<file path="src/rtl/tx_scheduler.sv">
// tx_scheduler: frame-level sequencer for the XGMII TX0 frame generator.
// Chooses when an ARP request, IPv4 frame or IPv6 frame starts, enforces the
// inter-frame gap, resolves the next-hop MAC through ARP with timeout/retry
// and publishes per-second frame and byte rates.
// Optional feature macro: TX_SCHED_ARP_EN (ARP resolution path present).
// Ports:
//   sys_clk, sys_rst_n            clock, async active-low reset
//   tx_enable, tx_ipv6, tx_req_arp run control and frame selection
//   tx_frame_len, tx_inter_frame_gap frame bytes (incl. FCS), idle gap cycles
//   sec_oneshot                   once-per-second stats publish pulse
//   arp_reply_valid/arp_reply_mac ARP reply from the RX parser
//   gen_done / gen_start, gen_kind generator handshake
//   tx_dst_mac, arp_resolved, arp_fail next-hop MAC status
//   tx_pps, tx_throughput         published per-second statistics
//   tx_state                      debug view of the sequencer state
module tx_scheduler #(
  parameter logic [23:0] ARP_TIMEOUT   = 24'd156250,
  parameter logic [1:0]  ARP_RETRY_MAX = 2'd3
) (
  input  logic        sys_clk,
  input  logic        sys_rst_n,
  input  logic        tx_enable,
  input  logic        tx_ipv6,
  input  logic        tx_req_arp,
  input  logic [15:0] tx_frame_len,
  input  logic [31:0] tx_inter_frame_gap,
  input  logic        sec_oneshot,
  input  logic        arp_reply_valid,
  input  logic [47:0] arp_reply_mac,
  input  logic        gen_done,
  output logic        gen_start,
  output logic [1:0]  gen_kind,
  output logic [47:0] tx_dst_mac,
  output logic        arp_resolved,
  output logic        arp_fail,
  output logic [31:0] tx_pps,
  output logic [31:0] tx_throughput,
  output logic [2:0]  tx_state
);

  localparam int unsigned CNT_W = 32;

  typedef enum logic [2:0] {
    REQ_ARP     = 3'd0,
    WAIT_ARPREP = 3'd1,
    V4_SEND     = 3'd2,
    V6_SEND     = 3'd3,
    GAP         = 3'd4,
    IDLE        = 3'd5
  } state_t;

  localparam logic [1:0] KIND_ARP = 2'b00;
  localparam logic [1:0] KIND_V4  = 2'b01;
  localparam logic [1:0] KIND_V6  = 2'b10;

  state_t             state;
  logic [CNT_W-1:0]   gap_cnt;
  logic [CNT_W-1:0]   frame_cnt;
  logic [CNT_W-1:0]   byte_cnt;
  logic [CNT_W-1:0]   frame_nxt;
  logic [CNT_W-1:0]   byte_nxt;
  logic [CNT_W:0]     byte_sum;
  logic               frame_done;
  state_t             launch_state;
  logic [1:0]         launch_kind;

  assign tx_state     = state;
  assign launch_state = tx_ipv6 ? V6_SEND : V4_SEND;
  assign launch_kind  = tx_ipv6 ? KIND_V6 : KIND_V4;

  // Only data frames count; ARP frames complete in REQ_ARP.
  assign frame_done = gen_done && ((state == V4_SEND) || (state == V6_SEND));
  assign byte_sum   = {1'b0, byte_cnt} + (CNT_W+1)'(tx_frame_len);

  // Saturating next values of the running counters.
  always_comb begin
    frame_nxt = frame_cnt;
    byte_nxt  = byte_cnt;
    if (frame_done) begin
      frame_nxt = (frame_cnt == '1) ? frame_cnt : frame_cnt + CNT_W'(1);
      byte_nxt  = byte_sum[CNT_W] ? '1 : byte_sum[CNT_W-1:0];
    end
  end

`ifdef TX_SCHED_ARP_EN
  logic [23:0] timer;
  logic [1:0]  retry;
`else
  logic unused_arp;
  assign unused_arp   = ^{tx_req_arp, arp_reply_valid, arp_reply_mac,
                          ARP_TIMEOUT, ARP_RETRY_MAX};
  assign tx_dst_mac   = '1;
  assign arp_resolved = 1'b0;
  assign arp_fail     = 1'b0;
`endif

  // Sequencer: state, generator handshake and ARP bookkeeping.
  always_ff @(posedge sys_clk or negedge sys_rst_n) begin
    if (!sys_rst_n) begin
      state     <= IDLE;
      gen_start <= 1'b0;
      gen_kind  <= KIND_ARP;
      gap_cnt   <= '0;
`ifdef TX_SCHED_ARP_EN
      timer        <= '0;
      retry        <= '0;
      tx_dst_mac   <= '1;
      arp_resolved <= 1'b0;
      arp_fail     <= 1'b0;
`endif
    end else begin
      gen_start <= 1'b0;
      case (state)
        IDLE: begin
          if (tx_enable) begin
`ifdef TX_SCHED_ARP_EN
            if (tx_req_arp && !arp_resolved && !arp_fail) begin
              state     <= REQ_ARP;
              gen_start <= 1'b1;
              gen_kind  <= KIND_ARP;
              retry     <= '0;
            end else begin
              state     <= launch_state;
              gen_start <= 1'b1;
              gen_kind  <= launch_kind;
            end
`else
            state     <= launch_state;
            gen_start <= 1'b1;
            gen_kind  <= launch_kind;
`endif
          end
        end
`ifdef TX_SCHED_ARP_EN
        REQ_ARP: begin
          if (gen_done) begin
            state <= WAIT_ARPREP;
            timer <= ARP_TIMEOUT;
          end
        end
        WAIT_ARPREP: begin
          // Reply is checked before the timeout so a coinciding reply wins.
          if (!tx_enable) begin
            state <= IDLE;
          end else if (arp_reply_valid) begin
            tx_dst_mac   <= arp_reply_mac;
            arp_resolved <= 1'b1;
            state        <= launch_state;
            gen_start    <= 1'b1;
            gen_kind     <= launch_kind;
          end else if (timer == '0) begin
            if (retry < ARP_RETRY_MAX) begin
              state     <= REQ_ARP;
              gen_start <= 1'b1;
              gen_kind  <= KIND_ARP;
              retry     <= retry + 2'd1;
            end else begin
              arp_fail <= 1'b1;
              state    <= IDLE;
            end
          end else begin
            timer <= timer - 24'd1;
          end
        end
`endif
        V4_SEND, V6_SEND: begin
          if (gen_done) begin
            if (tx_inter_frame_gap == '0) begin
              if (tx_enable) begin
                state     <= launch_state;
                gen_start <= 1'b1;
                gen_kind  <= launch_kind;
              end else begin
                state <= IDLE;
              end
            end else begin
              state   <= GAP;
              gap_cnt <= tx_inter_frame_gap;
            end
          end
        end
        GAP: begin
          gap_cnt <= gap_cnt - CNT_W'(1);
          if (!tx_enable) begin
            state <= IDLE;
          end else if (gap_cnt == CNT_W'(1)) begin
            state     <= launch_state;
            gen_start <= 1'b1;
            gen_kind  <= launch_kind;
          end
        end
        default: state <= IDLE;
      endcase
`ifdef TX_SCHED_ARP_EN
      if (!tx_req_arp) arp_resolved <= 1'b0;
      if (!tx_enable)  arp_fail     <= 1'b0;
`endif
    end
  end

  // Per-second statistics; a completion on the publish cycle is included.
  always_ff @(posedge sys_clk or negedge sys_rst_n) begin
    if (!sys_rst_n) begin
      frame_cnt     <= '0;
      byte_cnt      <= '0;
      tx_pps        <= '0;
      tx_throughput <= '0;
    end else if (sec_oneshot) begin
      tx_pps        <= frame_nxt;
      tx_throughput <= byte_nxt;
      frame_cnt     <= '0;
      byte_cnt      <= '0;
    end else begin
      frame_cnt <= frame_nxt;
      byte_cnt  <= byte_nxt;
    end
  end

endmodule

</file>
<file path="config.mk">
export PLATFORM = sky130hd
export DESIGN_NAME = tx_scheduler
export DESIGN_NICKNAME = d
export VERILOG_FILES = /design/src/rtl/tx_scheduler.sv
export SDC_FILE = /design/constraint.sdc
export NUM_CORES = 1
export LEC_CHECK = 0
export CAP_MARGIN = 5
export CORE_ASPECT_RATIO = 1.25
export CORE_UTILIZATION = 45
export CTS_CLUSTER_SIZE = 8
export DETAILED_ROUTE_END_ITERATION = 10
export HOLD_SLACK_MARGIN = 0.08
export PLACE_DENSITY = 0.77
export SLEW_MARGIN = 20
export SYNTH_ARGS = -nofsm -noshare
export SYNTH_HDL_FRONTEND = slang
export SYNTH_SLANG_ARGS = --single-unit
</file>
<file path="constraint.sdc">
create_clock -name sys_clk -period 2.37 [get_ports sys_clk]
set_input_delay 0.237 -clock sys_clk [delete_from_list [all_inputs] [get_ports sys_clk]]
set_output_delay 0.237 -clock sys_clk [all_outputs]
set_load 0.03 [all_outputs]
</file>
* Word-level counts from Yosys, hierarchy flattened
Index checks and enable logic that the tools add are counted.
** Cells by class
- Add/subtract/negate cells :: 3
- Equal/unequal tests :: 13
- Muxes and demuxes :: 30
- Reduce and logical (&&, ||, !) cells :: 9
** Operators by type and width (number)
- $mux 32 :: 8
- $pmux 32 s2 :: 1
- $add 32x16->33 :: 1
- $add 32x1->32 const B :: 1
- $eq 32x1->1 const B :: 1
- $eq 32x32->1 const B :: 1
- $logic_not 32->1 :: 1
- $sub 32x1->32 const B :: 1
- $mux 3 :: 6
- $mux 2 :: 6
- $ne 2x2->1 const B :: 6
- $pmux 3 s3 :: 1
- $eq 3x2->1 const B :: 2
- $eq 3x3->1 const B :: 2
- $mux 1 :: 6
- $pmux 2 s3 :: 1
- $reduce_and 3->1 :: 2
- $reduce_and 5->1 :: 1
- $ne 3x3->1 const B :: 1
- $pmux 1 s3 :: 1
- $reduce_bool 3->1 :: 1
- $reduce_bool 2->1 :: 1
- $reduce_or 2->1 :: 1
- $logic_and 1x1->1 :: 1
- $logic_or 1x1->1 :: 1
** Storage, ports and cells
- Bits in registers :: 166
- Input port bits :: 104
- Output and inout bits :: 120
- Word-level logic and storage cells :: 63

* Depth between registers and ports, before layout
- Depth after elaboration :: 5
- Depth in mapped cells :: 10
- Gate-level depth less buffers :: 9

* Worst setup path before layout
No wires, ideal clock.
- Path kind :: reg2reg
- Start :: register gap_cnt[26]
- End :: register gen_kind[1]
- Library setup time :: 0.125 ns
- Data arrival time :: 2.273 ns
- Required time :: 2.245 ns
- Setup slack :: -0.029 ns
- Stages on the path, launching flop included :: 9
- Path buffers :: 1
- Clock period less this slack :: 2.399 ns
- Cells stage by stage :: dfrtp_1 -> or3_1 -> buf_2 -> or4_4 -> or2_4 -> nor3_4 -> o21ai_2 -> a21boi_4 -> mux2_4
** Between the ends
- Longest elaborated chain between the ends :: 3
** RTL lines
- from (decl) :: line 57 : logic [CNT_W-1:0] gap_cnt;
- from (signal assigned) :: line 178 : gap_cnt <= tx_inter_frame_gap;
- from (signal assigned) :: line 183 : gap_cnt <= gap_cnt - CNT_W'(1);
- $eq 32x1->1 :: line 186 : end else if (gap_cnt == CNT_W'(1)) begin
- $ne 2x2->1 (no line)
- $reduce_and 5->1 (no line)
- to (signal assigned) :: line 130 : gen_kind <= launch_kind;
- to (signal assigned) :: line 172 : gen_kind <= launch_kind;
- to (signal assigned) :: line 189 : gen_kind <= launch_kind;
- to (decl) :: line 32 : output logic [1:0] gen_kind,
No other way between the ends.
A chain may end at the register's enable or synchronous reset.

* Final worst setup path
- Start :: register byte_cnt[13]
- End :: register tx_throughput[31]
** Between the ends
- Longest elaborated chain between the ends :: 3
** RTL lines
- from (decl) :: line 59 : logic [CNT_W-1:0] byte_cnt;
- from (signal assigned) :: line 215 : byte_cnt <= byte_nxt;
- $add 32x16->33 :: line 73 : assign byte_sum = {1'b0, byte_cnt} + (CNT_W+1)'(tx_frame_len);
- $mux 32 :: line 81 : byte_nxt = byte_sum[CNT_W] ? '1 : byte_sum[CNT_W-1:0];
- $mux 32 :: line 79 : if (frame_done) begin
- to (signal assigned) :: line 210 : tx_throughput <= byte_nxt;
- to (decl) :: line 37 : output logic [31:0] tx_throughput,
No other way between the ends.

==> results.toml <==
[logic_synthesis]
yosysSeqAreaShare_pct = 45.6
netlist_instances = 1039
synth_area_leaders = "dfrtp_1 45%, nor2_1 6.4%, a21oi_1 6.3%"
synthMuxAreaShare_pct = 1.41
yosys.area.top_type = "dfrtp_1"
synth_edf_count = 0
synth-compound-area-share_pct = 18.1
synthAdderAreaFrac_pct = 2.83
yosysWarnings = 0
synth_top_area_share_pct = 45.0
async_flop_share_pct = 100
synth_ff_type = "dfrtp_1"
synth_top_family_by_area = "simple AND/OR/NAND/NOR gates"
synthMostInstantiatedCell = "dfrtp_1"
synth_xor_area_share_pct = 4.61
synth_simple_gate_area_share_pct = 20.4
yosys.cell_types.count = 64
synth-seq-cells = 166
synth.avg_cell_area_um2 = 8.78
syn_area_mm2 = 0.00912
synth_commonest_cells = "164 x dfrtp_1, 156 x nor2_1, 114 x a21oi_1"

[run_status]
violations = "negative setup slack"
outcome = "finished with violations"

[clock_network]
cts-buffers-inserted = 17
numClockSinks = 166
htreeDepth = 4
clock-root-buffer = "clkbuf_16"
clkLatencyLatePin_ns = 0.43
cts_tree = "done"
cts.reportedPaths.clkPinSlew_ns = 0.07
ctsLongestPathBuffers = 2

[route]
drtPass1Iterations = 5
highest_layer = "met4"
routed-via-count = 8507
wire_per_inst_um = 16.3
wl_met2_um = 13400
met1_length_um = 10000
routed-wl-met3_um = 1080
routed_wl_um = 25100
drc = 0
avgViaCountPerCell = 5.51
drt_iter0_drc = 366
drt.antenna.violating_nets = 0

[cells_and_area]
fin_area_mm2 = 0.0124
register_area_mm2 = 0.00416
layout.nets = 1390
fill_cells = 1638
multi_input_area_mm2 = 0.00491
layout-drive-gt1-share_pct = 19.8
n_antenna_cell = 0
area_growth_pct = 35.8

[die]
start_util_pct = 46.5
coreArea_mm2 = 0.0196
dieArea_mm2 = 0.0208
ios = 224
dieWidth_um = 129
fp-row-count = 57
die_h_um = 161

[sta]
fin_crit_ns = 2.40
setup_viol = 3
final.setup.worst_slack_ns = -0.0261
hold_violations = 0
post-route-period-util_pct = 101
skew_ns = 0.0108
max-slew-margin-rel_pct = 46.8
slew_viol_final = 0
rsz0062_at_grt = "yes"
worst_pin_slew_ns = 0.798
max_freq_mhz = 417

[pwr]
power_density_mw_per_mm2 = 827
power_leakage_uw = 0.00527
peakVddDrop_v = 0.000630

[critical_path]
r2r_cells = 9
start_kind = "flip-flop"
critPathArrivalTime_ns = 2.71
r2r-start = "byte_cnt[13]"
crit_fanout = 4
crit_type = "reg2reg"
ff2ff_setup_slack_ns = -0.03
required_ns = 2.69
worstSetupStartpoint = "byte_cnt[13]"
rr_endpoint = "tx_throughput[31]"
end_kind = "flip-flop"

[grt]
grt_pass1_vias = 8200
grt_pass1_wl_um = 39800
grtUsageTotal_pct = 24.2
antenna_found_initial = 0
grt_max_degree = 89
grt-ovfl-total = 0

[placement]
placement.cell_area_mm2 = 0.0113
dp_worst_setup_slack_ns = -0.427
routabilityCongestion = 0.946
port_buffers = 123
dpl.hpwl_um = 17700

[hold_path]
hold_class = "in2async"

[job]
drv_cap = 0
logic make-up after synthesis:
logic type	Yosys count
buffers and inverters	120
other	2
multiplexers	12
XOR/XNOR	48
AND/OR/NAND/NOR	395
adder cells (fa/ha/maj)	20
flip-flops	166
AO/OA/AOI/OAI	276
cell type report:
class | instances | share of cell area (%)
clock buffers | 17 | 3.44
repair buffers | 261 | 18.9
clock inverters | 15 | 1.24
flip-flops and latches | 166 | 33.6
multi-input cells | 801 | 39.6
inverters | 19 | 0.576
well taps | 265 | 2.68
worst max-delay path, stage by stage, from the launching register on:
cell and delay, ns:
dfrtp_1 0.42, ha_4 0.30, nand4_1 0.15, or2_2 0.34, o21bai_1 0.20, o211a_4 0.18, nor3_2 0.18, buf_4 0.16
a21oi_1 0.08, o31ai_1 0.26
layer usage:
metal,up-vias,GRT usage (%)
li1,4047,-
met3,55,4.37
met1,4148,28.5
met5,-,0
met4,0,8.88
met2,257,43.5
cells in the final DEF, fill, tap and decap left out, types with 7 or more instances in the layout:
cell type,netlist,routed
nor3_2,1,8
and3_1,9,9
a21oi_2,0,13
clkbuf_16,0,17
mux2i_1,8,7
conb_1,2,50
nor3_1,40,33
ha_1,19,8
nand4_1,22,22
a31oi_1,9,7
clkdlybuf4s50_1,0,121
nor2_2,0,9
o2bb2ai_1,19,19
xor2_1,29,28
dfrtp_1,164,164
nor4_1,16,13
ha_4,0,10
a21oi_1,114,100
o21ai_0,66,59
nand2b_1,11,11
xnor2_1,19,19
o21ai_1,7,10
nand2_1,78,76
inv_1,18,18
and4_1,8,8
buf_4,50,132
nand3_1,29,28
nor2_1,156,147
power breakdown:
| group | switching (uW) | internal [uW] |
|---|---|---|
| clock | 1320 | 1410 |
| combinational | 2140 | 1630 |
| sequential | 412 | 3310 |
| total | 3880 | 6360 |
timing repair:
item,in CTS,in global routing
hold endpoints to repair,36,0
pin swaps,7,29
setup buffers,1,6
hold buffers,1,0
gates resized for setup,19,59
setup endpoints to repair,33,65
flip-flops by register name (all words and copies together) (netlist names):
register and cells:
tx_state 3, gen_start 1, tx_throughput 32, tx_pps 32
frame_cnt 32, gen_kind 2, gap_cnt 32, byte_cnt 32
worst max path at each step:
stage	end	slack, ns	cells past startpoint
4_1_cts	tx_throughput[27]	-0.004	8
3_3_place_gp	tx_throughput[25]	-0.43	10
5_1_grt	byte_cnt[23]	-0.13	9
6_report	tx_throughput[31]	-0.03	9
2_1_floorplan	gen_kind[1]	-0.005	8
3_5_place_dp	tx_throughput[29]	-0.43	10
per-stage QoR:
step	util, %	TNS (ns)	instances	total power [uW]	hold slack [ns]
after CTS	61.3	-0.00601	1538	10100	0.285
after global routing	63.1	-1.18	1544	10800	0.297
after global placement	57.8	-21.95	1504	7240	0.168
after detailed placement	57.8	-23.34	1504	7350	0.177
after floorplan	-	-0.00548	1087	5920	-0.0586
final	63.1	-0.0549	1544	10200	0.280
Power figures use the tool's default switching activity.
